$ cat src/rtl/button_debounce_pulse.sv
// button_debounce_pulse: synchronises and debounces the decoder button word,
// emitting one single-cycle pulse and a registered code per accepted press.
module button_debounce_pulse #(
    parameter int STABLE_CYCLES = 4,
    parameter int CNT_W = 8
) (
    input  logic       newClock,
    input  logic       reset,
    input  logic [4:0] buttonInformation,
    output logic       buttonPulse,
    output logic [1:0] buttonCode,
    output logic       buttonHeld
);
    typedef enum logic [2:0] {IDLE, ARMING, PRESSED, HELD, RELEASING} state_t;

    localparam logic [CNT_W-1:0] LAST = CNT_W'(STABLE_CYCLES - 1);
    localparam logic [CNT_W-1:0] ONE = CNT_W'(1);

    state_t           state;
    logic [2:0]       sync1, sync2;
    logic [1:0]       cand;
    logic [CNT_W-1:0] cnt;
    logic             unused_bits;

    // Bits 3:2 carry no information, so only {valid, index} is synchronised.
    assign unused_bits = ^buttonInformation[3:2];

    always_ff @(posedge newClock) begin
        if (reset) begin
            sync1       <= '0;
            sync2       <= '0;
            cand        <= '0;
            cnt         <= '0;
            state       <= IDLE;
            buttonPulse <= 1'b0;
            buttonCode  <= '0;
            buttonHeld  <= 1'b0;
        end else begin
            sync1 <= {buttonInformation[4], buttonInformation[1:0]};
            sync2 <= sync1;
            case (state)
                IDLE: if (sync2[2]) begin
                    state <= ARMING;
                    cand  <= sync2[1:0];
                    cnt   <= ONE;
                end
                ARMING: if (!sync2[2]) begin
                    state <= IDLE;
                end else if (sync2[1:0] != cand) begin
                    cand <= sync2[1:0];
                    cnt  <= ONE;
                end else if (cnt == LAST) begin
                    state       <= PRESSED;
                    buttonPulse <= 1'b1;
                    buttonCode  <= cand;
                    buttonHeld  <= 1'b1;
                end else begin
                    cnt <= cnt + ONE;
                end
                PRESSED: begin
                    state       <= HELD;
                    buttonPulse <= 1'b0;
                end
                HELD: if (!sync2[2]) begin
                    state <= RELEASING;
                    cnt   <= ONE;
                end
                RELEASING: if (sync2[2]) begin
                    state <= HELD;
                end else if (cnt == LAST) begin
                    state      <= IDLE;
                    buttonHeld <= 1'b0;
                end else begin
                    cnt <= cnt + ONE;
                end
                default: state <= IDLE;
            endcase
        end
    end
endmodule

$ cat config.mk
export PLATFORM = sky130hd
export DESIGN_NAME = button_debounce_pulse
export DESIGN_NICKNAME = d
export VERILOG_FILES = /design/src/rtl/button_debounce_pulse.sv
export SDC_FILE = /design/constraint.sdc
export NUM_CORES = 1
export LEC_CHECK = 0
export ABC_AREA = 1
export CORE_UTILIZATION = 32
export CTS_CLUSTER_SIZE = 12
export DETAILED_ROUTE_END_ITERATION = 7
export PLACE_DENSITY = 0.5
export SYNTH_ARGS = -nofsm -noshare
export SYNTH_HDL_FRONTEND = slang
export SYNTH_SLANG_ARGS = --single-unit
$ cat constraint.sdc
create_clock -name newClock -period 1.72 [get_ports newClock]
set_clock_uncertainty 0.05 [all_clocks]
set_input_delay 0.258 -clock newClock [delete_from_list [all_inputs] [get_ports newClock]]
set_output_delay 0.258 -clock newClock [all_outputs]
set_load 0.01 [all_outputs]
==> reports/metrics.csv <==
metric,value,unit
hold_viol_final,0,
fp.dieH,64.1,um
outcome,completed,
final_cells,256,
p_per_area,1190,nW/um^2
netlist.area_leader.share,37.3,%
synthTopCellsByArea,"dfxtp_1 37%, nand2_1 15%, inv_1 11%",
tns,0,ps
slew_headroom,73.5,%
synth_compound_area_share,10.8,%
area_growth,16.5,%
leakage,0.677,nW
holdWs,357,ps
grt_pass1_vias,1085,
htree_levels,1,
final_nets,217,
irDropWorstVdd,0.000453,V
synth_mux_area_share,0,%
synth_simple_gate_area_share,37.7,%
required,1840,ps
rsz0062_at_grt,false,
crit_type,reg2reg,
ctsHoldBuffers,0,
cts_inserted_buffers,3,
avgSynthCellArea,6.33,sq um
start_util,33.5,%
ios,11,
wl,2.55,mm
clkLatencyLatePin,270,ps
rows,22,
cp-start-kind,flip-flop,
max_freq,0.647,GHz
vias,1195,
first_pass_iters,4,
setup-violations-final,0,
cp_max_fo,6,
finalCriticalPeriod,1550,ps
die_w,64.1,um
cp-end-kind,flip-flop,
drive_gt1_share,8.65,%
drcViolationCount,0,
die-area,4110,sq um
placed_cells,252,
routedWlPerCell,9.97,um
cp_data_arrival_time,1660,ps
finalCritPeriodShare,89.9,%
antenna_found_initial,0,
cts_tree,done,
synth_warnings,0,
gp_congestion,0.857,
tightest_slew,396,ps
synth_xor_area_share,0.709,%
drv_cap,0,
io_buffers,8,
netlist_area,1230,sq um
synthesis.nets,203,
synth_fa_ha_area_share,1.01,%
synth.distinct_cells,20,
antenna_cells,0,
grt_overflow_total,0,
ys_ff_latch,23,
detailed_place_hpwl,1.95,mm
cts_sinks,23,
cts.path.max_buffers,2,
total_power,1.72,mW
antenna_left,0,
track_usage,14.3,%
yosysSeqAreaShare,37.3,%
yosys.area.top_type,dfxtp_1,
drtIter0Drc,59,
grt_pass1_wl,4.55,mm
core,3690,sq um
grt_max_degree,15,
clkTransAtPathRegs,90,ps
clock-root-buffer,clkbuf_8,
synth_top_family_by_area,simple AND/OR/NAND/NOR gates,
finalMaxSlewViolations,0,
hold_path.class,reg2reg,
synthCells,195,
vias_per_cell,4.67,
-- worst max-delay path: stages (launching register included) --
cell	delay, ps
dfxtp_1	360
ha_1	210
nand2_1	70
nor2_1	120
nand2_2	120
inv_1	140
nand3b_1	160
o21ai_1	160
a21oi_1	50
-- Yosys cell counts --
cell type  number
a21boi_2        1
a21oi_1        12
clkbuf_1        2
dfxtp_1        23
ha_1            1
inv_1          37
inv_2           2
nand2_1        49
nand2_2         5
nand3_1        18
nand3b_1        1
nand4_1         9
nor2_1         18
nor2_2          2
nor2_4          1
nor3_1          1
o211ai_1        1
o21ai_0         8
o21ai_1         3
xor2_1          1
-- cells in the final DEF, fill, tap and decap left out, drive strengths merged --
cell / instances
a21boi: 1
a21oi: 12
buf: 3
clkbuf: 3
clkdlybuf4s50: 8
clkinvlp: 1
dfxtp: 23
ha: 1
inv: 39
nand2: 54
nand3: 18
nand3b: 1
nand4: 9
nor2: 21
nor3: 1
o211ai: 1
o21ai: 11
xor2: 1
-- cell families (layout without fill, tap and decap cells) --
group,Yosys count,count (layout)
compound gates,25,25
xor+xnor,1,1
fa+ha+maj,1,1
buf+inv,41,54
flops,23,23
simple gates,104,104
-- metrics by stage --
stage	setup slack (ps)	util [%]	cell area, sq um
after floorplan	305	-	1230
after global placement	197	37.7	1390
after detailed placement	148	37.7	1390
after CTS	136	39.0	1440
after global routing	3.10	39.0	1440
final	173	39.0	1440
-- final cells by class --
class | instances | area (sq um)
clock buffers | 3 | 41.3
clock inverters | 1 | 7.51
fillers | 412 | 2250
inverters | 39 | 146
multi-input cells | 131 | 621
flip-flops and latches | 23 | 460
well taps | 48 | 60.1
repair buffers | 11 | 103
-- sequential cells by signal, summed over array words and instances (netlist names) --
signal and cells:
sync2 3, cnt 8, buttonPulse 1, state 3
buttonCode 2, cand 2, sync1 3, buttonHeld 1
-- power breakdown --
group	switching, mW	internal [mW]	leakage [nW]	total, mW
Combinational	0.479	0.241	0.468	0.720
Clock	0.190	0.164	0.0217	0.354
Sequential	0.0572	0.587	0.188	0.644
Total	0.726	0.993	0.677	1.72
-- final timing paths --
| check | start | to | slack (ps) | depth (start not counted) |
|---|---|---|---|---|
| setup / recovery | cnt[0] | buttonCode[0] | 170 | 8 |
| hold / removal | sync1[2] | sync2[2] | 360 | 2 |
| setup reg to reg | cnt[0] | buttonCode[0] | 170 | 8 |
| hold reg to reg | sync1[2] | sync2[2] | 360 | 2 |
-- metal layers --
layer | up-vias | GRT usage, % | share of wire [%] | wire (um)
met5 | - | 0 | 0 | 0
met4 | 0 | 5.83 | 0.86 | 22
met3 | 2 | 2.68 | 3.0 | 77
met2 | 15 | 23.7 | 46 | 1160
met1 | 539 | 18.1 | 51 | 1290
li1 | 639 | - | - | -
-- repair_timing --
| action | CTS | global route |
|---|---|---|
| gates resized for setup | 0 | 2 |
| setup buffers | 0 | 0 |
| endpoints found under the setup margin | 0 | 3 |
(Power assumes the default switching activity.)
